File: config.mk
export PLATFORM = sky130hd
export DESIGN_NAME = multicycle_control
export DESIGN_NICKNAME = d
export VERILOG_FILES = /design/src/rtl/multicycle_control.sv
export SDC_FILE = /design/constraint.sdc
export NUM_CORES = 1
export LEC_CHECK = 0
export CORE_UTILIZATION = 45
export CTS_CLUSTER_SIZE = 28
export DETAILED_ROUTE_END_ITERATION = 12
export PLACE_DENSITY = 0.72
export REMOVE_ABC_BUFFERS = 1
export SLEW_MARGIN = 20
export SYNTH_ARGS = -nofsm -noshare
export SYNTH_HDL_FRONTEND = slang
export SYNTH_SLANG_ARGS = --single-unit
File: constraint.sdc
create_clock -name clk -period 2.3 [get_ports clk]
set_clock_uncertainty 0.2 [all_clocks]
set_input_delay 0.46 -clock clk [delete_from_list [all_inputs] [get_ports clk]]
set_output_delay 0.46 -clock clk [all_outputs]
set_load 0.05 [all_outputs]
File: src/rtl/multicycle_control.sv
// Control FSM for a multicycle MIPS datapath. It sequences ALU, memory, IR, PC and
// register-file strobes and stretches memory states until the memory reports ready.
module multicycle_control (
    input  logic       clk,
    input  logic       rst_n,
    input  logic [5:0] opcode,
    input  logic [5:0] funct,
    input  logic       zero_flag,
    input  logic       mem_ready,
    output logic [3:0] ula_op,
    output logic       alu_src_a,
    output logic [1:0] alu_src_b,
    output logic       ext_zero,
    output logic       mem_read,
    output logic       mem_write,
    output logic       i_or_d,
    output logic       ir_write,
    output logic       pc_write,
    output logic [1:0] pc_source,
    output logic       reg_write,
    output logic       reg_dst,
    output logic       mem_to_reg,
    output logic       illegal_instr,
    output logic       instr_done
);

    localparam logic [3:0] OP_AND  = 4'b0000;
    localparam logic [3:0] OP_OR   = 4'b0001;
    localparam logic [3:0] OP_ADD  = 4'b0010;
    localparam logic [3:0] OP_SLL  = 4'b0011;
    localparam logic [3:0] OP_SRA  = 4'b0100;
    localparam logic [3:0] OP_SRL  = 4'b0101;
    localparam logic [3:0] OP_SUB  = 4'b0110;
    localparam logic [3:0] OP_SLT  = 4'b0111;
    localparam logic [3:0] OP_LUI  = 4'b1011;
    localparam logic [3:0] OP_NOR  = 4'b1100;
    localparam logic [3:0] OP_XOR  = 4'b1101;
    localparam logic [3:0] OP_SLLV = 4'b1110;
    localparam logic [3:0] OP_VSH  = 4'b1111;

    typedef enum logic [3:0] {
        FETCH, DECODE, MEM_ADDR, MEM_RD, MEM_WB, MEM_WR,
        R_EXEC, R_WB, BRANCH, JUMP, I_EXEC, I_WB
    } state_t;

    state_t     state_reg, state_next;
    logic [3:0] op_reg;
    logic       ext_zero_reg;
    logic       store_reg;
    logic       bne_reg;

    state_t     dec_next;
    logic [3:0] dec_op;
    logic       dec_ext_zero;
    logic       dec_legal;

    // Instruction decode; only consumed in DECODE, where the IR has just been loaded.
    always_comb begin
        dec_next     = FETCH;
        dec_op       = OP_AND;
        dec_ext_zero = 1'b0;
        dec_legal    = 1'b1;
        case (opcode)
            6'h23, 6'h2B: dec_next = MEM_ADDR;
            6'h00: begin
                dec_next = R_EXEC;
                case (funct)
                    6'h20, 6'h21: dec_op = OP_ADD;
                    6'h22, 6'h23: dec_op = OP_SUB;
                    6'h24:        dec_op = OP_AND;
                    6'h25:        dec_op = OP_OR;
                    6'h26:        dec_op = OP_XOR;
                    6'h27:        dec_op = OP_NOR;
                    6'h2A:        dec_op = OP_SLT;
                    6'h00:        dec_op = OP_SLL;
                    6'h02:        dec_op = OP_SRL;
                    6'h03:        dec_op = OP_SRA;
                    6'h04:        dec_op = OP_SLLV;
                    6'h06, 6'h07: dec_op = OP_VSH;
                    default:      dec_legal = 1'b0;
                endcase
            end
            6'h04, 6'h05: dec_next = BRANCH;
            6'h02:        dec_next = JUMP;
            6'h08, 6'h09: begin dec_next = I_EXEC; dec_op = OP_ADD; end
            6'h0A:        begin dec_next = I_EXEC; dec_op = OP_SLT; end
            6'h0C:        begin dec_next = I_EXEC; dec_op = OP_AND; dec_ext_zero = 1'b1; end
            6'h0D:        begin dec_next = I_EXEC; dec_op = OP_OR;  dec_ext_zero = 1'b1; end
            6'h0E:        begin dec_next = I_EXEC; dec_op = OP_XOR; dec_ext_zero = 1'b1; end
            6'h0F:        begin dec_next = I_EXEC; dec_op = OP_LUI; end
            default:      dec_legal = 1'b0;
        endcase
        if (!dec_legal) begin
            dec_next = FETCH;
        end
    end

    always_ff @(posedge clk) begin
        if (!rst_n) begin
            state_reg    <= FETCH;
            op_reg       <= OP_AND;
            ext_zero_reg <= 1'b0;
            store_reg    <= 1'b0;
            bne_reg      <= 1'b0;
        end else begin
            state_reg <= state_next;
            if (state_reg == DECODE) begin
                op_reg       <= dec_op;
                ext_zero_reg <= dec_ext_zero;
                store_reg    <= (opcode == 6'h2B);
                bne_reg      <= (opcode == 6'h05);
            end
        end
    end

    // Outputs are forced low while reset is asserted so no write strobe leaks into that cycle.
    always_comb begin
        state_next    = state_reg;
        ula_op        = OP_AND;
        alu_src_a     = 1'b0;
        alu_src_b     = 2'b00;
        ext_zero      = 1'b0;
        mem_read      = 1'b0;
        mem_write     = 1'b0;
        i_or_d        = 1'b0;
        ir_write      = 1'b0;
        pc_write      = 1'b0;
        pc_source     = 2'b00;
        reg_write     = 1'b0;
        reg_dst       = 1'b0;
        mem_to_reg    = 1'b0;
        illegal_instr = 1'b0;
        instr_done    = 1'b0;
        if (rst_n) begin
            case (state_reg)
                FETCH: begin
                    mem_read  = 1'b1;
                    alu_src_b = 2'b01;
                    ula_op    = OP_ADD;
                    if (mem_ready) begin
                        ir_write   = 1'b1;
                        pc_write   = 1'b1;
                        state_next = DECODE;
                    end
                end
                DECODE: begin
                    alu_src_b     = 2'b11;
                    ula_op        = OP_ADD;
                    illegal_instr = ~dec_legal;
                    state_next    = dec_next;
                end
                MEM_ADDR: begin
                    alu_src_a  = 1'b1;
                    alu_src_b  = 2'b10;
                    ula_op     = OP_ADD;
                    state_next = store_reg ? MEM_WR : MEM_RD;
                end
                MEM_RD: begin
                    mem_read = 1'b1;
                    i_or_d   = 1'b1;
                    if (mem_ready) begin
                        state_next = MEM_WB;
                    end
                end
                MEM_WB: begin
                    reg_write  = 1'b1;
                    mem_to_reg = 1'b1;
                    instr_done = 1'b1;
                    state_next = FETCH;
                end
                MEM_WR: begin
                    mem_write = 1'b1;
                    i_or_d    = 1'b1;
                    if (mem_ready) begin
                        instr_done = 1'b1;
                        state_next = FETCH;
                    end
                end
                R_EXEC: begin
                    alu_src_a  = 1'b1;
                    ula_op     = op_reg;
                    state_next = R_WB;
                end
                R_WB: begin
                    ula_op     = op_reg;
                    reg_write  = 1'b1;
                    reg_dst    = 1'b1;
                    instr_done = 1'b1;
                    state_next = FETCH;
                end
                BRANCH: begin
                    alu_src_a  = 1'b1;
                    ula_op     = OP_SUB;
                    pc_source  = 2'b01;
                    pc_write   = bne_reg ? ~zero_flag : zero_flag;
                    instr_done = 1'b1;
                    state_next = FETCH;
                end
                JUMP: begin
                    pc_write   = 1'b1;
                    pc_source  = 2'b10;
                    instr_done = 1'b1;
                    state_next = FETCH;
                end
                I_EXEC: begin
                    alu_src_a  = 1'b1;
                    alu_src_b  = 2'b10;
                    ula_op     = op_reg;
                    ext_zero   = ext_zero_reg;
                    state_next = I_WB;
                end
                I_WB: begin
                    ula_op     = op_reg;
                    ext_zero   = ext_zero_reg;
                    reg_write  = 1'b1;
                    instr_done = 1'b1;
                    state_next = FETCH;
                end
                default: state_next = FETCH;
            endcase
        end
    end

endmodule

==> results of run 1 <==
## metal layers
layer,routed length (µm),vias to the layer above,global-route usage
met5,0,-,0
met4,384,0,0.209
met3,329,52,0.0389
met2,2700,138,0.589
met1,1850,818,0.347
li1,-,828,-
## report_power, final
part,total [µW],switching [µW],internal (µW)
combinational,320,169,150
sequential,202,6.89,195
clock,128,61.3,66.9
## area by class of cell
| cell class | instances | share of cell area |
|---|---|---|
| Tap cell | 30 | 0.0162 |
| Inverter | 9 | 0.0146 |
| Multi-Input combinational cell | 150 | 0.456 |
| Timing Repair Buffer | 88 | 0.406 |
| Sequential cell | 11 | 0.0965 |
| Clock buffer | 4 | 0.0113 |
## worst paths after layout
kind | start | endpoint | slack, ns | cells past startpoint
hold / removal | ext_zero_reg | ext_zero_reg | 0.28 | 1
setup / recovery | funct[5] | illegal_instr | -0.06 | 7
setup reg to reg | state_reg[1] | op_reg[1] | 0.28 | 7
hold reg to reg | ext_zero_reg | ext_zero_reg | 0.28 | 1
## cells by family (layout without fill, tap and decap cells)
family / after synthesis / after routing / synth area share
AND/OR/NAND/NOR: 95 / 95 / 0.425
XOR/XNOR: 2 / 2 / 0.0142
flip-flops: 11 / 11 / 0.178
buffers and inverters: 22 / 101 / 0.0829
multiplexers: 4 / 4 / 0.0324
AO/OA/AOI/OAI: 49 / 49 / 0.268
## through the flow
step	utilization	power, µW	area (µm²)
after CTS	0.864	612	2200
after detailed placement	0.818	476	2080
after floorplan	-	316	1170
final	0.912	650	2320
after global placement	0.818	468	2080
after global routing	0.912	676	2320
## Yosys cell counts (2+ instances only)
cell,count
o21ai_0,13
a31oi_1,2
buf_2,7
and4_1,2
a21oi_1,12
nor4_1,6
nor3_1,9
and3_1,3
nand2b_1,5
a211oi_1,3
a22oi_1,2
nor2b_1,14
nand2_1,23
a2bb2oi_1,2
mux2i_1,4
nand4_1,2
nor4bb_1,2
and2_1,2
inv_1,9
nor2_1,15
o21a_1,2
dfxtp_1,11
clkbuf_1,3
nand3b_1,2
a32oi_1,2
xor2_1,2
nand3_1,4
## timing repair
item                                    CTS  global route
buffers inserted                          3             5
endpoints found under the setup margin   10            10
resized for setup                        33            38
pin swaps                                 9             6
==> flow_summary_export.csv, run 1 <==
group,metric,value,unit
placement,place_congestion,0.930,
logic_synthesis,synth_edf_count,0,
drt,drt-pass1-iter-count,6,
layout,final_common_cell,"buf_4",
layout,instances_no_fill,292,
critical_path,required,1.64,ns
timing,worst_pin_slew,0.472,ns
clock_network,htreeDepth,1,
timing,clock.fmax,424,MHz
floorplan,chipHeight,54.4,µm
pwr,power.density,280,mW/mm²
layout,area_growth,87.6,%
layout,regArea,224,µm²
global_routing,grt_start_max_net_pins,21,
timing,final_max_slew_viol_count,0,
logic_synthesis,synth_area,0.00124,mm²
clock_network,clk_latency,0.26,ns
drt,drc,0,
worst_hold_path,hp-class,"reg -> reg",
logic_synthesis,yosysSeqAreaShare,0.178,
critical_path,crit_type,"in -> out",
critical_path,end_kind,"output pin",
drt,vias_per_cell,6.29,
logic_synthesis,yosysUniqueCellTypes,47,
clock_network,ctsRootBufferMaster,"clkbuf_4",
clock_network,path_clk_slew,0.06,ns
logic_synthesis,synth_top_area_frac,0.178,
logic_synthesis,synth_ff_type,"dfxtp_1",
drt,drtIter0Drc,121,
floorplan,dieArea,0.00296,mm²
pwr,leakage,0.000986,µW
logic_synthesis,synth_seq_cells,11,
critical_path,startpoint_type,"primary input",
placement,dp_cells,280,
timing,rsz0062_at_grt,"yes",
flow_run,drv_cap,0,
drt,drtAntennaViolNets,0,
layout,drive_gt1_frac,0.424,
timing,worst_slack,-0.0575,ns
layout,fillers,104,
status,violations,"negative setup slack",
placement,dpl.hpwl,3.36,mm
layout,multi_input_area,0.00106,mm²
pwr,vdd_drop_max,255,µV
timing,setup-violations-final,1,
floorplan,start_util,0.486,
floorplan,core-area,0.00254,mm²
logic_synthesis,avgSynthCellArea,6.76,µm²
timing,finalCritPeriodShare,1.02,
drt,wirelength,5.26,mm
logic_synthesis,synth_top_area_cell,"dfxtp_1",
logic_synthesis,postSynth.asyncResetShare,0,
timing,hold_violations,0,
clock_network,hold_buffers,0,
global_routing,grt_remaining_overflow,0,
logic_synthesis,yosysWarnings,0,
drt,vias,1836,
timing,min_period,2.36,ns
critical_path,cpMostUsedCell,"nor2b_4",
logic_synthesis,synth.top_cells.by_area,"dfxtp_1, nor2b_1, nand2_1, o21ai_0, a21oi_1",
clock_network,clock_path_buffers,2,
critical_path,slowest_stage,"a221oi_4",
floorplan,die_w,54.4,µm
placement,io_buffer_count,35,
critical_path,slowest_delay,0.31,ns
logic_synthesis,synthCells,183,
placement,pre_cts_slack,-0.518,ns
status,outcome,"finished with violations",
layout,layout.nets,279,
critical_path,crit_family,"simple AND/OR/NAND/NOR gates",
critical_path,crit_chain,"clkdlybuf4s15_1 > nor2b_4 > nand2_2 > a221oi_4 > a21oi_2 > nor2b_4 > buf_12",
layout,final_cell_mix,"buf_4, nand2_1, buf_12",
timing,tns,-0.0575,ns
global_routing,grt_pass1_vias,1601,
floorplan,rows,18,
critical_path,crit_buf_inv,2,
global_routing,grt_usage,0.324,
floorplan,io_pins,36,
timing,holdWs,0.277,ns
clock_network,cts_buffers,3,
drt,wire_per_inst,18.0,µm
clock_network,cts_tree,"yes",
layout,n_antenna_cell,0,
critical_path,arrival,1.70,ns
timing,slew_headroom,0.685,
clock_network,clock_sinks,11,
global_routing,grt_pass1_wl,6.89,mm
global_routing,antenna_found_initial,0,
critical_path,timing.critical_path.fanout_max,4,
No activity file was read; power rests on OpenSTA's default activity.
==> run 2, diff against run 1 <==
- CELL_PAD_IN_SITES_DETAIL_PLACEMENT: not set -> 1
- CELL_PAD_IN_SITES_GLOBAL_PLACEMENT: not set -> 1
- CORE_UTILIZATION: 45 -> 33
- PLACE_DENSITY: 0.72 -> 0.76
==> flow_summary_export.csv, run 2 (synthesized netlist as in run 1, its figures left out) <==
group,metric,value,unit
status,outcome,"finished with violations",
status,violations,"negative setup slack",
clock_network,ctsRootBufferMaster,"clkbuf_8",
global_routing,grt_usage,0.285,
critical_path,slowest_delay,0.26,ns
timing,worst_slack,-0.0413,ns
drt,wirelength,7.00,mm
timing,setup-violations-final,3,
layout,n_antenna_cell,0,
critical_path,end_kind,"output pin",
critical_path,arrival,1.68,ns
timing,holdWs,0.295,ns
timing,finalCritPeriodShare,1.02,
layout,fillers,405,
timing,worst_pin_slew,0.450,ns
clock_network,clock_sinks,11,
placement,dpl.hpwl,3.95,mm
floorplan,io_pins,36,
layout,final_cell_mix,"buf_4, nand2_1, buf_12",
placement,post_dp_cell_area,0.00212,mm²
floorplan,start_util,0.357,
clock_network,cts_tree,"yes",
clock_network,cts_buffers,3,
floorplan,chipHeight,63.2,µm
drt,drt-pass1-iter-count,4,
critical_path,crit_buf_inv,2,
pwr,power.density,315,mW/mm²
drt,wire_per_inst,22.6,µm
critical_path,startpoint_type,"primary input",
global_routing,grt_pass1_wl,9.07,mm
critical_path,crit_chain,"dlygate4sd2_1 > nor3_4 > nand2_2 > a221oi_4 > a21oi_2 > nor2b_4 > buf_12",
layout,drive_gt1_frac,0.436,
timing,slew_headroom,0.700,
clock_network,clk_latency,0.25,ns
floorplan,die_w,63.2,µm
critical_path,slowest_stage,"dlygate4sd2_1",
layout,final_common_cell,"buf_4",
layout,final_area,0.00234,mm²
drt,drc,0,
timing,tns,-0.0505,ns
floorplan,core-area,0.00347,mm²
layout,area_growth,89.5,%
critical_path,required,1.64,ns
global_routing,antenna_found_initial,0,
placement,place_congestion,0.843,
clock_network,path_clk_slew,0.05,ns
clock_network,hold_buffers,0,
pwr,leakage,0.000990,µW
global_routing,grt_pass1_vias,1916,
critical_path,timing.critical_path.fanout_max,2,
global_routing,grt_remaining_overflow,0,
pwr,vdd_drop_max,251,µV
drt,drtAntennaViolNets,0,
timing,clock.fmax,427,MHz
timing,rsz0062_at_grt,"yes",
flow_run,drv_cap,0,
floorplan,dieArea,0.00400,mm²
timing,min_period,2.34,ns
worst_hold_path,hp-class,"reg -> reg",
drt,vias_per_cell,6.12,
critical_path,reg2reg_slack,0.26,ns
drt,drtIter0Drc,114,
clock_network,clock_path_buffers,2,
timing,hold_violations,0,
global_routing,grt_start_max_net_pins,13,
critical_path,crit_family,"simple AND/OR/NAND/NOR gates",
timing,final_max_slew_viol_count,0,
floorplan,rows,21,
drt,vias,1897,
layout,layout.nets,281,
clock_network,htreeDepth,1,
critical_path,crit_type,"in -> out",
placement,io_buffer_count,35,
## run 2: changes by cell type in the layout (fill, tap and decap cells not counted), moves of 2 or more
cell / delta
clkbuf_4: -3
dfxtp_4: +3
buf_4: +5
clkbuf_8: +3
clkbuf_2: +2
dfxtp_2: -3
dlygate4sd2_1: -2
buf_6: -2
## run 2: per-stage QoR
step	power, µW	util	instances	worst slack [ns]
6_report	738	0.676	310	-0.0413
3_3_place_gp	473	0.613	299	-0.488
2_1_floorplan	316	-	170	-1.14
3_5_place_dp	487	0.613	299	-0.567
4_1_cts	694	0.657	305	-0.0976
5_1_grt	757	0.676	310	-0.0861
## run 2: area by class of cell
| cell class | instances | area [µm²] | area share |
|---|---|---|---|
| clock buffer | 4 | 45.0 | 0.0192 |
| inverter | 9 | 33.8 | 0.0144 |
| multi-input combinational | 150 | 1040 | 0.445 |
| sequential | 11 | 231 | 0.0987 |
| tap | 46 | 57.6 | 0.0245 |
| timing repair buffer | 90 | 935 | 0.399 |
## run 2: per-layer routing
metal | up-vias | share of wire | wire (µm) | global-route usage
met5 | - | 0 | 0 | 0
met4 | 0 | 0.051 | 359 | 0.168
met3 | 32 | 0.057 | 396 | 0.0290
met2 | 104 | 0.50 | 3530 | 0.522
met1 | 930 | 0.39 | 2720 | 0.314
li1 | 831 | - | - | -
## run 2: worst paths after layout
path	from	to	cells after the start
max	funct[4]	illegal_instr	7
min reg2reg	ext_zero_reg	ext_zero_reg	1
min	ext_zero_reg	ext_zero_reg	1
max reg2reg	state_reg[1]	store_reg	6
## run 2: power breakdown
part           switching [µW]  leakage (µW)  internal, µW
registers                8.39     0.0000913           193
logic                     182      0.000876           149
clock network            83.9     0.0000228           123
total                     274      0.000990           464
## run 2: repair_timing
action,in CTS,in global routing
setup buffers,2,5
setup endpoints to repair,19,11
pin swaps,7,8
resized for setup,44,30
hold endpoints to repair,0,0
==> run 3, diff against run 2 <==
- HOLD_SLACK_MARGIN: not set -> 0.15
==> results of run 3 <==
The final DEF is identical to that of run 2; final timing and power are the same.
